## src/rtl/wr_full_ctrl_if.sv

```systemverilog
// Write-side FIFO pointer/flag bundle between the write client and wr_full_ctrl.
// Optional macro WR_OVERFLOW_EN adds the sticky wr_overflow flag.
interface wr_full_ctrl_if #(
  parameter int unsigned ADDR_SIZE = 4
);
  logic                 wr_inc;
  logic [ADDR_SIZE:0]   rd_q2_ptr;
  logic [ADDR_SIZE:0]   wr_ptr;
  logic [ADDR_SIZE-1:0] wr_addr;
  logic                 wr_en;
  logic                 wr_full;
  logic                 wr_almost_full;
  logic [ADDR_SIZE:0]   wr_level;
`ifdef WR_OVERFLOW_EN
  logic                 wr_overflow;

  modport master (
    output wr_inc, rd_q2_ptr,
    input  wr_ptr, wr_addr, wr_en, wr_full, wr_almost_full, wr_level, wr_overflow
  );

  modport slave (
    input  wr_inc, rd_q2_ptr,
    output wr_ptr, wr_addr, wr_en, wr_full, wr_almost_full, wr_level, wr_overflow
  );
`else
  modport master (
    output wr_inc, rd_q2_ptr,
    input  wr_ptr, wr_addr, wr_en, wr_full, wr_almost_full, wr_level
  );

  modport slave (
    input  wr_inc, rd_q2_ptr,
    output wr_ptr, wr_addr, wr_en, wr_full, wr_almost_full, wr_level
  );
`endif
endinterface

```

## src/rtl/wr_full_ctrl.sv

```systemverilog
// Write-domain pointer, full, level and almost-full controller for the async FIFO.
// Optional macro WR_OVERFLOW_EN adds a sticky overflow flag on the interface.
module wr_full_ctrl #(
  parameter int unsigned ADDR_SIZE = 4,
  parameter int unsigned AF_MARGIN = 2
) (
  input logic           wr_clk,
  input logic           wr_rst,
  wr_full_ctrl_if.slave bus
);
  localparam int unsigned PW    = ADDR_SIZE + 1;
  localparam int unsigned DEPTH = 1 << ADDR_SIZE;
  localparam logic [PW-1:0] AF_THRESH = PW'(DEPTH - AF_MARGIN);

  logic [PW-1:0] wr_bin;
  logic [PW-1:0] wr_bin_next;
  logic [PW-1:0] wr_gray_next;
  logic [PW-1:0] wr_ptr_q;
  logic [PW-1:0] rd_full_cmp;
  logic [PW-1:0] rd_bin_sync;
  logic [PW-1:0] level_next;
  logic [PW-1:0] level_q;
  logic          push;
  logic          full_next;
  logic          af_next;
  logic          full_q;
  logic          af_q;

  assign push = bus.wr_inc & ~full_q;

  // Next pointer, full compare and pessimistic level against the synced read pointer.
  always_comb begin
    wr_bin_next  = wr_bin + PW'(push);
    wr_gray_next = (wr_bin_next >> 1) ^ wr_bin_next;
    rd_full_cmp  = {~bus.rd_q2_ptr[ADDR_SIZE:ADDR_SIZE-1], bus.rd_q2_ptr[ADDR_SIZE-2:0]};
    full_next    = (wr_gray_next == rd_full_cmp);
    rd_bin_sync  = '0;
    for (int unsigned i = 0; i < PW; i++) begin
      rd_bin_sync[i] = ^(bus.rd_q2_ptr >> i);
    end
    level_next   = wr_bin_next - rd_bin_sync;
    af_next      = (level_next >= AF_THRESH);
  end

  always_ff @(posedge wr_clk or negedge wr_rst) begin
    if (!wr_rst) begin
      wr_bin   <= '0;
      wr_ptr_q <= '0;
      full_q   <= 1'b0;
      af_q     <= 1'b0;
      level_q  <= '0;
    end else begin
      wr_bin   <= wr_bin_next;
      wr_ptr_q <= wr_gray_next;
      full_q   <= full_next;
      af_q     <= af_next;
      level_q  <= level_next;
    end
  end

`ifdef WR_OVERFLOW_EN
  logic ovf_q;

  // Sticky: any write request seen while full is remembered until reset.
  always_ff @(posedge wr_clk or negedge wr_rst) begin
    if (!wr_rst) begin
      ovf_q <= 1'b0;
    end else begin
      ovf_q <= ovf_q | (bus.wr_inc & full_q);
    end
  end

  assign bus.wr_overflow = ovf_q;
`endif

  assign bus.wr_ptr         = wr_ptr_q;
  assign bus.wr_addr        = wr_bin[ADDR_SIZE-1:0];
  assign bus.wr_en          = push;
  assign bus.wr_full        = full_q;
  assign bus.wr_almost_full = af_q;
  assign bus.wr_level       = level_q;
endmodule

```

## src/flat_wrapper.sv

```systemverilog
// flat-port wrapper written by rule: the top's interface ports become plain ports
module wr_full_ctrl_flat 
#(
  parameter int unsigned ADDR_SIZE = 4,
  parameter int unsigned AF_MARGIN = 2
)
  (wr_clk, wr_rst, bus_wr_inc, bus_rd_q2_ptr, bus_wr_ptr, bus_wr_addr, bus_wr_en, bus_wr_full, bus_wr_almost_full, bus_wr_level);
  wr_full_ctrl_if #(.ADDR_SIZE(ADDR_SIZE)) bus_i ();
  input logic wr_clk;
  input logic wr_rst;
  input wire logic [$bits(bus_i.wr_inc)-1:0] bus_wr_inc;
  input wire logic [$bits(bus_i.rd_q2_ptr)-1:0] bus_rd_q2_ptr;
  output wire logic [$bits(bus_i.wr_ptr)-1:0] bus_wr_ptr;
  output wire logic [$bits(bus_i.wr_addr)-1:0] bus_wr_addr;
  output wire logic [$bits(bus_i.wr_en)-1:0] bus_wr_en;
  output wire logic [$bits(bus_i.wr_full)-1:0] bus_wr_full;
  output wire logic [$bits(bus_i.wr_almost_full)-1:0] bus_wr_almost_full;
  output wire logic [$bits(bus_i.wr_level)-1:0] bus_wr_level;
  assign bus_i.wr_inc = bus_wr_inc;
  assign bus_i.rd_q2_ptr = bus_rd_q2_ptr;
  assign bus_wr_ptr = bus_i.wr_ptr;
  assign bus_wr_addr = bus_i.wr_addr;
  assign bus_wr_en = bus_i.wr_en;
  assign bus_wr_full = bus_i.wr_full;
  assign bus_wr_almost_full = bus_i.wr_almost_full;
  assign bus_wr_level = bus_i.wr_level;
  wr_full_ctrl #(.ADDR_SIZE(ADDR_SIZE), .AF_MARGIN(AF_MARGIN)) u_core (.wr_clk(wr_clk), .wr_rst(wr_rst), .bus(bus_i));
endmodule
```

## config.mk

```make
export PLATFORM = sky130hd
export DESIGN_NAME = wr_full_ctrl_flat
export DESIGN_NICKNAME = d
export VERILOG_FILES = /design/src/rtl/wr_full_ctrl_if.sv /design/src/rtl/wr_full_ctrl.sv /design/src/flat_wrapper.sv
export SDC_FILE = /design/constraint.sdc
export NUM_CORES = 1
export LEC_CHECK = 0
export CAP_MARGIN = 20
export CORE_MARGIN = 3
export CORE_UTILIZATION = 30
export CTS_CLUSTER_DIAMETER = 30
export DETAILED_ROUTE_END_ITERATION = 8
export GPL_ROUTABILITY_DRIVEN = 0
export GPL_TIMING_DRIVEN = 1
export HOLD_SLACK_MARGIN = 0.15
export PLACE_DENSITY = 0.63
export SLEW_MARGIN = 20
export SYNTH_ARGS = -nofsm -noshare
export SYNTH_HDL_FRONTEND = slang
export SYNTH_SLANG_ARGS = --single-unit
```

## constraint.sdc

```tcl
create_clock -name wr_clk -period 2.55 [get_ports wr_clk]
set_input_delay 0.51 -clock wr_clk [delete_from_list [all_inputs] [get_ports wr_clk]]
set_output_delay 0.51 -clock wr_clk [all_outputs]
set_load 0.005 [all_outputs]
```

==> impl_metrics.json <==
{
  "power_density_mw_per_mm2": 1420,
  "cts_root_buffer": "clkbuf_4",
  "final-max-slew-violation-count": 0,
  "antenna_found_initial": 0,
  "routed_via_density": 4.65,
  "finalHoldViolCount": 0,
  "critPathRequiredTime_ns": 2.72,
  "grt_pass1_wl_mm": 3.33,
  "status": "finished clean",
  "port_buffers": 24,
  "n_antenna_cell": 0,
  "die_h_um": 61.4,
  "p_sw_share_pct": 36.1,
  "initial_core_util_pct": 32.3,
  "wl_per_cell_um": 13.2,
  "netlist_instances": 77,
  "clockBufferDepth": 2,
  "firstDrtPassIters": 4,
  "switchingPower_uw": 714,
  "layout_common_cells": "21 x clkdlybuf4s50_1, 19 x buf_4, 16 x dfrtp_1, 9 x xnor2_1, 7 x inv_1",
  "power_mw": 1.98,
  "synth.avg_cell_area_um2": 12.0,
  "syn_to_final_growth_pct": 51.2,
  "wl_mm": 2.03,
  "gr-total-overflow": 0,
  "drc": 0,
  "max_freq_ghz": 0.402,
  "tightest_slew_ns": 0.716,
  "period_minus_slack_ns": 2.49,
  "skew_ns": 0.00526,
  "die-area_mm2": 0.00377,
  "yosys.area.top_type": "dfrtp_1",
  "rows": 19,
  "cts.htree.levels": 1,
  "die_width_um": 61.4,
  "cap_violations": 0,
  "power_frac_seq_pct": 25.0,
  "vdd_drop_max_mv": 0.577,
  "syn_area_um2": 922,
  "synthTopCellsByArea": "dfrtp_1 43%, xnor2_1 8.5%, ha_1 6.8%, xor2_1 5.7%, xnor3_1 4.9%",
  "ys_ff_latch": 16,
  "boundaryPins": 25,
  "synth_top_area_share_pct": 43.4,
  "crit_path_top_delay_cell": "clkdlybuf4s50_1",
  "end_kind": "flop",
  "crit_chain": "clkdlybuf4s50_1 -> nor2b_2 -> ha_2 -> ha_1 -> xor2_1 -> ha_1 -> nor2b_2 -> o21ai_1 -> o211a_1 -> o22ai_1",
  "critPathLaunchType": "input port",
  "yosysSeqAreaShare_pct": 43.4,
  "grt.total_usage_pct": 12.2,
  "combPwrFrac_pct": 66.4,
  "clk_pin_slew_worst_paths_ns": 0.10,
  "cts_tree": "built",
  "grt_max_degree": 17,
  "cts.sinks": 16,
  "hpwlAfterDp_mm": 1.62,
  "cp_max_fo": 4,
  "slew_headroom_pct": 52.1,
  "clkPwrFrac_pct": 8.7,
  "grt_pass1_vias": 745,
  "hold_buffers": 0,
  "hp-class": "flop to flop",
  "syn_nets": 91,
  "arrival_ns": 2.66,
  "internal-power_mw": 1.26,
  "ys_warn_count": 0,
  "whs_ns": 0.602,
  "fill_cells": 284,
  "cts_inserted_buffers": 3,
  "critPathKind": "input port to flop",
  "setup_viol": 0,
  "ys_types": 29,
  "min_period_over_period_pct": 97.6,
  "num_vias": 716,
  "p_leak_nw": 0.654,
  "insertion_delay_ns": 0.28,
  "drt_iter0_drc": 10,
  "drtAntennaViolNets": 0,
  "fin_nets": 138,
  "coreArea_mm2": 0.00285,
  "final_common_cell": "clkdlybuf4s50_1",
  "slowest_delay_ns": 0.44,
  "final_layout_size_suffix_gt1_share_pct": 27.6
}
cell families (layout without fill, tap and decap cells):
group / Yosys count / in the layout / synth area share [%]
XOR/XNOR: 21 / 21 / 27.0
flip-flops: 16 / 16 / 43.4
AO/OA/AOI/OAI: 13 / 13 / 9.63
AND/OR/NAND/NOR: 13 / 13 / 7.60
buffers and inverters: 8 / 54 / 3.39
adder cells (fa/ha/maj): 6 / 6 / 8.96
metal layers:
metal	GRT usage (%)	vias up	part of all wire, %
li1	-	348	-
met1	14.9	347	44
met2	21.5	19	49
met3	1.26	2	5.3
met4	5.45	0	1.7
met5	0	-	0
cell type report:
type                            instances  area, µm²  share of cell area, %
Clock buffer                            4       36.3                   2.60
Inverter                                7       26.3                   1.89
Multi-Input combinational cell         53        513                   36.8
Sequential cell                        16        400                   28.7
Tap cell                               31       38.8                   2.78
Timing Repair Buffer                   43        379                   27.2
metrics by stage:
stage	std cells	worst slack (ns)	TNS [ns]	utilization [%]	instance area, µm²
after CTS	154	0.0114	0	48.2	1380
after floorplan	77	0.0202	0	-	922
after global routing	154	-0.00262	-0.00262	48.9	1390
after global placement	149	-0.494	-1.46	46.7	1330
after detailed placement	149	-0.592	-1.77	46.7	1330
final	154	0.0611	0	48.9	1390
worst max-delay path: cells and delay by family:
family / cells / cell delay, ns
compound gates: 3 / 0.47
fa+ha+maj: 3 / 0.69
buf+inv: 1 / 0.44
xor+xnor: 1 / 0.20
simple gates: 2 / 0.33
power groups by stage:
stage | registers (mW) | logic (mW) | clock network, mW
2_1_floorplan | 0.488 | 0.683 | 0
3_3_place_gp | 0.494 | 1.25 | 0
3_5_place_dp | 0.500 | 1.28 | 0
4_1_cts | 0.495 | 1.30 | 0.179
5_1_grt | 0.510 | 1.46 | 0.193
6_report | 0.494 | 1.31 | 0.171
cell usage after synthesis (all sizes together):
library cell  number
ha                 5
o211ai             1
a31oi              1
inv                7
and3               1
buf                1
xnor2             10
fa                 1
nor3               2
or3                1
dfrtp             16
xor2               8
and4b              1
nand2              2
o21ai              3
a21oi              2
a21boi             2
o211a              1
o21a               1
nor2b              2
xnor3              2
xor3               1
a211oi             1
o22ai              1
nand3              2
nor2               2
repair_timing:
action | in CTS | in global routing
buffers inserted | 1 | 0
gates cloned | 0 | 0
resized for setup | 5 | 6
pin swaps | 2 | 2
endpoints found under the setup margin | 3 | 2
sequential cells by signal, summed over array words and instances, names as in the netlist:
signal,flops
u_core.bus.wr_almost_full,1
u_core.bus.wr_full,1
u_core.bus.wr_level,5
u_core.bus.wr_ptr,4
u_core.wr_bin,5
worst paths after layout:
kind | from | end | slack, ns | cells past startpoint
worst max-delay path | bus_wr_inc | u_core.bus.wr_almost_full | 0.06 | 10
max in group asynchronous | wr_rst | u_core.bus.wr_almost_full | 1.45 | 1
worst min-delay path | u_core.wr_bin[4] | u_core.bus.wr_ptr[3] | 0.60 | 1
worst min register to register | u_core.wr_bin[4] | u_core.bus.wr_ptr[3] | 0.60 | 1
worst max register to register | u_core.bus.wr_full | u_core.bus.wr_almost_full | 0.35 | 9
min in group asynchronous | wr_rst | u_core.wr_bin[0] | 0.64 | 1
Power figures use the tool's default switching activity.
